[config.mk]
export PLATFORM = sky130hd
export DESIGN_NAME = reg_file
export DESIGN_NICKNAME = d
export VERILOG_FILES = /design/src/rtl/reg_file_pkg.sv /design/src/rtl/reg_cell.sv /design/src/rtl/reg_file.sv
export SDC_FILE = /design/constraint.sdc
export NUM_CORES = 1
export LEC_CHECK = 0
export ABC_AREA = 0
export CAP_MARGIN = 20
export CORE_MARGIN = 10
export CORE_UTILIZATION = 50
export CTS_BUF_LIST = sky130_fd_sc_hd__clkbuf_4
export CTS_CLUSTER_SIZE = 8
export DETAILED_ROUTE_END_ITERATION = 12
export HOLD_SLACK_MARGIN = 0.02
export PLACE_DENSITY = 0.68
export SYNTH_ARGS = -nofsm -noshare
export SYNTH_HDL_FRONTEND = slang
export SYNTH_SLANG_ARGS = --single-unit
[constraint.sdc]
create_clock -name clk -period 11 [get_ports clk]
set_clock_uncertainty 0.1 [all_clocks]
set_input_delay 1.65 -clock clk [delete_from_list [all_inputs] [get_ports clk]]
set_output_delay 1.65 -clock clk [all_outputs]
set_load 0.01 [all_outputs]
[src/rtl/reg_file_pkg.sv]
// Shared constants and helpers for the register file and its storage cells.
package reg_file_pkg;

  localparam int DEFAULT_WIDTH = 16;
  localparam int DEFAULT_DEPTH = 16;

  // Index width for a bank of 'depth' registers; never narrower than one bit.
  function automatic int addr_width(input int depth);
    return (depth > 1) ? $clog2(depth) : 1;
  endfunction

endpackage

[src/rtl/reg_cell.sv]
// One storage word of the register file: loads d on a qualified write edge.
module reg_cell #(
  parameter int WIDTH = 16
) (
  input  logic             clk,
  input  logic             reset,
  input  logic             writeEnable,
  input  logic [WIDTH-1:0] d,
  output logic [WIDTH-1:0] q
);

  logic [WIDTH-1:0] q_q;
  logic [WIDTH-1:0] q_d;

  always_comb begin
    q_d = q_q;
    if (writeEnable) begin
      q_d = d;
    end else begin
      q_d = q_q;
    end
  end

  always_ff @(posedge clk or posedge reset) begin
    if (reset) begin
      q_q <= '0;
    end else begin
      q_q <= q_d;
    end
  end

  assign q = q_q;

endmodule

[src/rtl/reg_file.sv]
// Parameterised register file: one write port, two registered read ports with
// optional same-cycle write forwarding and an optional hard-wired zero register.
module reg_file
  import reg_file_pkg::*;
#(
  parameter  int WIDTH    = DEFAULT_WIDTH,
  parameter  int DEPTH    = DEFAULT_DEPTH,
  parameter  int ZERO_REG = 1,
  parameter  int BYPASS   = 1,
  localparam int AW       = addr_width(DEPTH)
) (
  input  logic             clk,
  input  logic             reset,
  input  logic             writeEnable,
  input  logic [AW-1:0]    writeAddr,
  input  logic [WIDTH-1:0] writeData,
  input  logic             readEnable,
  input  logic [AW-1:0]    readAddrA,
  input  logic [AW-1:0]    readAddrB,
  output logic [WIDTH-1:0] readA,
  output logic [WIDTH-1:0] readB,
  output logic             readValid
);

  logic [WIDTH-1:0] cell_q_s [DEPTH];
  logic [WIDTH-1:0] read_a_d;
  logic [WIDTH-1:0] read_b_d;
  logic [WIDTH-1:0] read_a_q;
  logic [WIDTH-1:0] read_b_q;
  logic             read_valid_d;
  logic             read_valid_q;

  for (genvar i = 0; i < DEPTH; i++) begin : g_cell
    logic cell_we_s;
    // Register 0 never sees a write strobe when it is the constant-zero register.
    assign cell_we_s = writeEnable && (writeAddr == AW'(i)) && !((ZERO_REG != 0) && (i == 0));

    reg_cell #(.WIDTH(WIDTH)) u_cell (
      .clk         (clk),
      .reset       (reset),
      .writeEnable (cell_we_s),
      .d           (writeData),
      .q           (cell_q_s[i])
    );
  end

  always_comb begin
    read_a_d = read_a_q;
    if ((ZERO_REG != 0) && (readAddrA == '0)) begin
      read_a_d = '0;
    end else if ((BYPASS != 0) && writeEnable && (writeAddr == readAddrA)) begin
      read_a_d = writeData;
    end else begin
      read_a_d = cell_q_s[readAddrA];
    end
  end

  always_comb begin
    read_b_d = read_b_q;
    if ((ZERO_REG != 0) && (readAddrB == '0)) begin
      read_b_d = '0;
    end else if ((BYPASS != 0) && writeEnable && (writeAddr == readAddrB)) begin
      read_b_d = writeData;
    end else begin
      read_b_d = cell_q_s[readAddrB];
    end
  end

  assign read_valid_d = readEnable;

  // Read data is captured only on an accepted read and otherwise held.
  always_ff @(posedge clk or posedge reset) begin
    if (reset) begin
      read_a_q     <= '0;
      read_b_q     <= '0;
      read_valid_q <= 1'b0;
    end else begin
      read_valid_q <= read_valid_d;
      if (readEnable) begin
        read_a_q <= read_a_d;
        read_b_q <= read_b_d;
      end
    end
  end

  assign readA     = read_a_q;
  assign readB     = read_b_q;
  assign readValid = read_valid_q;

endmodule

==> reports/results.txt, run 1 <==
Max-slew headroom: 0.2089
CTS max path bufs: 3
Hold-fix buffers at CTS: 0
Worst hold path type: reg2reg
Vias in the first global route: 10390
Final cycle utilization of the critical path: 0.3745
Worst reg2reg path depth: 4
Setup bufs post-CTS: 0
Root buf cell: clkbuf_4
Setup TNS: 0 ns
DRC viols: 0
Required time worst endpoint: 11.44 ns
Leak: 6.736 nW
Port bufs: 64
Crit-path max cell delay: 0.78 ns
Row count: 62
Crit start category: input port
Internal Power: 0.002168 W
Syn Nets: 1083
Global Route Usage Sum: 0.2301
Crit Path Category: in2reg
Core ar.: 28700 um2
Drt pass-1 iters: 5
Most common cell after layout, fill and taps aside: mux2_2
Die X: 190.7 um
Unique cell type count in the Yosys netlist: 29
Flop pwr share: 0.459
Area growth from synthesis to layout: 12.62%
Post_cts resized: 0
Area of the die: 36360 um2
Reg2Reg Setup Slack: 9.19 ns
Hold Path Depth: 1
Final setup fails: 0
Max Slew Vio Count: 0
Yosys warns: 0
Gp weighted congestion: 0.8474
Clk_lat worst skew: 0.68 ns
Worst Path Max Fanout: 29
CTS tree: built
Antenna violations before repair: 3
Synth Cell Area: 14570 um2
Worst-path cell chain: buf_2 > buf_4 > nand2_1 > o221ai_1 > o32ai_1 > a221o_1
Max Cap Viol: 0
Routed wire per std cell: 26.99 um
Slowest CP cell: buf_2
Synth Instances: 1051
GR Overflow Total: 0
Final HPWL DP: 25560 um
Total CTS buffers: 74
Total Wirelength: 41750 um
Fin. Hold Viols: 0
Setup crit end kind: flip-flop
Fmax: 242.8 MHz
Starting density of the core: 0.5075
Global-route wire length before repair: 64050 um
Post-Syn Area per Cell: 13.86 um2
Seq/Total Area, Yosys: 0.4690
Clock network fraction of design power: 0.307
H-tree levels: 3
Slew @ Worst Pin: 1.185 ns
Part of the power in combinational logic: 0.234
Io pins: 65
RSZ-0062 raised after global routing: no
Final instance area: 16400 um2
Yosys reg bits: 273
DRT iter0 DRCs: 882
Power Density: 184.8 nW/um2
Routed vias/inst: 6.470
Clock sinks: 273
Largest net degree at the start of global routing: 151
Post-DRT Antenna Nets: 0
WP data arrival: 4.56 ns
Commonest non-fill, non-tap cells in the layout: mux2_2, dfrtp_1, clkbuf_4, nor2b_1, mux4_2
Tmin final: 4.119 ns
Net Sw Frac: 0.2847
Vias: 10010
Worst-path clk slew: 0.06 ns
Final nets: 1144
Die H: 190.7 um
Net Sw Power: 0.0008629 W
Placed Area: 15410 um2
Share of layout cells above drive strength 1: 0.4681
Maximum VDD drop: 0.07117 mV
Status: finished clean
state kept, by name, summed over array words and instances (netlist names):
| signal | flops |
|---|---|
| g_cell.u_cell.q | 240 |
| readA | 16 |
| readB | 16 |
| readValid | 1 |
path summary, 6_finish.rpt:
check | startpoint | endpoint
setup / recovery | readAddrB[1] | readB[0]
hold / removal | g_cell[7].u_cell.q[8] | g_cell[7].u_cell.q[8]
setup reg to reg | g_cell[3].u_cell.q[0] | readA[0]
hold reg to reg | g_cell[7].u_cell.q[8] | g_cell[7].u_cell.q[8]
max in group asynchronous | reset | g_cell[9].u_cell.q[0]
min in group asynchronous | reset | g_cell[5].u_cell.q[6]
synth_stat cells (all sizes together):
cell / instances / area share
mux2: 336 / 0.26
dfrtp: 273 / 0.47
nor2b: 66 / 0.028
buf: 64 / 0.025
mux4: 64 / 0.099
clkbuf: 43 / 0.011
nor2: 41 / 0.011
a221o: 32 / 0.022
a221oi: 32 / 0.020
o221ai: 32 / 0.019
o32ai: 32 / 0.019
xnor2: 8 / 0.0048
nand2: 5 / 0.0013
nand2b: 5 / 0.0021
nand3: 3 / 0.0010
nand3b: 3 / 0.0015
or3: 3 / 0.0013
nor3: 2 / 0.00069
o21ba: 2 / 0.0014
o41ai: 2 / 0.0012
and3: 1 / 0.00043
inv: 1 / 0.00026
nor3b: 1 / 0.00052
worst max-delay path: cells and delay by family:
kind                   cells  cell delay [ns]
buffers and inverters      2             1.33
AO/OA/AOI/OAI              3             0.90
AND/OR/NAND/NOR            1             0.63
cell type report:
class                           instances  area, um2
Antenna cell                            3      7.507
Timing Repair Buffer                   92      890.9
Fill cell                            2324      12300
Multi-Input combinational cell        670       7241
Clock inverter                         19      153.9
Inverter                                1      11.26
Sequential cell                       273       6832
Tap cell                              384      480.5
Clock buffer                          105      788.3
cells by family (layout without fill, tap and decap cells):
family | Yosys count | in the layout | share of synthesized area
AO/OA/AOI/OAI | 132 | 132 | 0.08272
AND/OR/NAND/NOR | 130 | 130 | 0.04784
multiplexers | 400 | 400 | 0.3595
flip-flops | 273 | 273 | 0.4690
XOR/XNOR | 8 | 8 | 0.004810
buffers and inverters | 108 | 217 | 0.03616
other | 0 | 3 | 0
layer usage:
metal	up-vias	wire, um	track usage
met5	-	0	0
met2	420	19460	0.3528
li1	4238	-	-
met4	0	1836	0.1236
met1	5222	17490	0.2985
met3	129	2964	0.05267
power groups by stage:
stage / combinational, W / clock (W) / sequential, W
floorplan: 0.000528 / 0 / 0.00136
global placement: 0.000693 / 0 / 0.00139
detailed placement: 0.000707 / 0 / 0.00141
CTS: 0.000710 / 0.000947 / 0.00139
global route: 0.000762 / 0.00100 / 0.00142
finish: 0.000709 / 0.000930 / 0.00139
through the flow:
| stage | util | worst slack [ns] | hold WS (ns) | total power (W) | cells |
|---|---|---|---|---|---|
| 6_report | 0.5715 | 6.881 | 0.4226 | 0.003031 | 1547 |
| 5_1_grt | 0.5714 | 6.783 | 0.4311 | 0.003190 | 1545 |
| 4_1_cts | 0.5698 | 6.903 | 0.4224 | 0.003047 | 1542 |
| 3_5_place_dp | 0.5370 | 6.200 | 0.4088 | 0.002114 | 1418 |
| 3_3_place_gp | 0.5344 | 6.376 | 0.4008 | 0.002087 | 1413 |
| 2_1_floorplan | - | 1.726 | 0.3873 | 0.001891 | 1051 |
Note: power is estimated with default switching activity, not from simulation.
==> inputs of run 2 (changes only) <==
==> constraint.sdc (replaced) <==
create_clock -name clk -period 3.8 [get_ports clk]
set_clock_uncertainty 0.1 [all_clocks]
set_input_delay 0.57 -clock clk [delete_from_list [all_inputs] [get_ports clk]]
set_output_delay 0.57 -clock clk [all_outputs]
set_load 0.01 [all_outputs]
==> run 2 against run 1 <==
Via count increased by 0.25%. Design area is 0.98% higher. Critical endpoint is now readA[8]. Die area unchanged. Sequential share of layout area shrank 0.40 points. First-iteration DRC count up 0.57%. Critical path depth fell by 5. Total power grew to 2.8 times the previous value. Core utilization up 0.56 points.
==> reports/results.txt, run 2 (synthesis results as in run 1) <==
Max-slew headroom: 0.2302 (+0.02127)
Final worst slack: 1.457 ns (-5.423 ns)
Flop pwr share: 0.466 (+0.007)
Power Density: 520.9 nW/um2 (+180%)
R2r startpoint: g_cell[14].u_cell.q[15]
Io pins: 65 (unchanged)
Crit Path Category: reg2out
Commonest non-fill, non-tap cells in the layout: mux2_2, dfrtp_1, clkbuf_4, nor2b_1, mux4_2
Area of the die: 36360 um2 (unchanged)
RSZ-0062 raised after global routing: no
Routed vias/inst: 6.403 (-1.0%)
Row count: 62 (unchanged)
Worst R2R End: readB[15]
Core ar.: 28700 um2 (unchanged)
Post_cts resized: 0 (unchanged)
Die H: 190.7 um (unchanged)
Worst-path clk slew: 0.06 ns (about the same)
Area growth from synthesis to layout: 13.72%
Root buf cell: clkbuf_4
Post-DRT Antenna Nets: 0 (unchanged)
Clock sinks: 273 (unchanged)
Internal Power: 0.006176 W (+180%)
Vias in the first global route: 10380 (-0.14%)
Worst reg2reg path depth: 4 (unchanged)
Final setup fails: 0 (unchanged)
Max Cap Viol: 0 (unchanged)
Setup crit end kind: primary output
Max reg flops: 240 (unchanged)
Total Wirelength: 41280 um (-1.1%)
Total CTS buffers: 72 (-2.7%)
Net Sw Frac: 0.2842 (-0.0004804)
Fin. Hold Viols: 0 (unchanged)
Status: finished clean
Setup TNS: 0 ns (unchanged)
Die X: 190.7 um (unchanged)
Routed wire per std cell: 26.35 um (-2.4%)
Fmax: 426.9 MHz
Final instance area: 16560 um2 (+0.98%)
Slew @ Worst Pin: 1.155 ns (-0.03063 ns)
Starting density of the core: 0.5075 (unchanged)
Part of the power in combinational logic: 0.239 (+0.005)
Global Route Usage Sum: 0.2284 (-0.001654)
CP top delay family: buffers and inverters
Drt pass-1 iters: 5 (unchanged)
Reg2Reg Setup Slack: 2.01 ns (-7.18 ns)
Leak: 6.842 nW (+1.6%)
Placed Area: 15680 um2 (+1.7%)
DRC viols: 0 (unchanged)
Maximum VDD drop: 0.2139 mV (+200%)
Net Sw Power: 0.002452 W (+180%)
Crit-path max cell delay: 0.57 ns (-0.21 ns)
Vias: 10030 (+0.25%)
Antenna violations before repair: 3 (unchanged)
DRT iter0 DRCs: 887 (+0.57%)
Slowest CP cell: clkdlybuf4s50_1
Worst hold path type: in2async
Clock network fraction of design power: 0.294 (-0.013)
Hold-fix buffers at CTS: 0 (unchanged)
Final HPWL DP: 26340 um (+3.0%)
Share of layout cells above drive strength 1: 0.4809 (+0.01284)
Tmin final: 2.343 ns
Clk_lat worst skew: 0.68 ns (about the same)
Worst-path cell chain: clkdlybuf4s50_1
Fin cells: 1567 (+1.3%)
Setup bufs post-CTS: 0 (unchanged)
Final nets: 1168 (+2.1%)
H-tree levels: 3 (unchanged)
Largest net degree at the start of global routing: 64 (-58%)
Most common cell after layout, fill and taps aside: mux2_2
Gp weighted congestion: 0.8651 (+2.1%)
Worst Path Max Fanout: 2 (-93%)
WP buf/inv: 1 (-1)
Final cycle utilization of the critical path: 0.6165
Port bufs: 64 (unchanged)
Global-route wire length before repair: 63690 um (-0.56%)
Dpl ws: 0.8601 ns (-5.339 ns)
Inst Count DP: 1446 (+2.0%)
Crit start category: flip-flop
CTS max path bufs: 3 (unchanged)
GR Overflow Total: 0 (unchanged)
Max Slew Vio Count: 0 (unchanged)
CTS tree: built
Required time worst endpoint: 3.13 ns (-8.31 ns)
WP data arrival: 1.67 ns (-2.89 ns)
run 2: worst max path at each step:
stage | slack [ns] | depth (start not counted) | start | endpoint
floorplan | -0.48 | 1 | reset | g_cell[10].u_cell.q[0]
global placement | 0.90 | 4 | writeAddr[2] | g_cell[5].u_cell.q[4]
detailed placement | 0.86 | 4 | writeAddr[2] | g_cell[5].u_cell.q[13]
CTS | 1.41 | 1 | readA[7] | readA[7]
global route | 1.43 | 1 | readA[8] | readA[8]
finish | 1.46 | 1 | readA[8] | readA[8]
run 2: power groups by stage:
stage / combinational, W / clock (W) / sequential [W]
finish: 0.00207 / 0.00254 / 0.00402
detailed placement: 0.00207 / 0 / 0.00406
CTS: 0.00207 / 0.00261 / 0.00401
global route: 0.00223 / 0.00276 / 0.00410
floorplan: 0.00153 / 0 / 0.00394
global placement: 0.00203 / 0 / 0.00403
run 2: metrics by stage:
| step | total power, W | utilization | hold WS [ns] |
|---|---|---|---|
| CTS | 0.008696 | 0.5769 | 0.2372 |
| detailed placement | 0.006127 | 0.5463 | 0.4109 |
| floorplan | 0.005475 | - | 0.3873 |
| global placement | 0.006051 | 0.5463 | 0.4001 |
| finish | 0.008628 | 0.5771 | 0.2581 |
| global route | 0.009088 | 0.5770 | 0.3133 |
run 2: area by class of cell:
cell class / count / area, um2
fill: 2313 / 12140
multi-input combinational: 670 / 7241
sequential: 273 / 6832
timing repair buffer: 118 / 1121
clock buffer: 108 / 810.8
tap: 384 / 480.5
clock inverter: 11 / 67.56
inverter: 1 / 7.507
antenna: 2 / 5.005
run 2: layer usage:
metal  GRT usage  wire (um)  vias up
met5           0         27        -
met4     0.07692        966        4
met3     0.04517       2651       73
met2      0.3722      19930      372
met1      0.2998      17710     5302
li1            -          -     4283
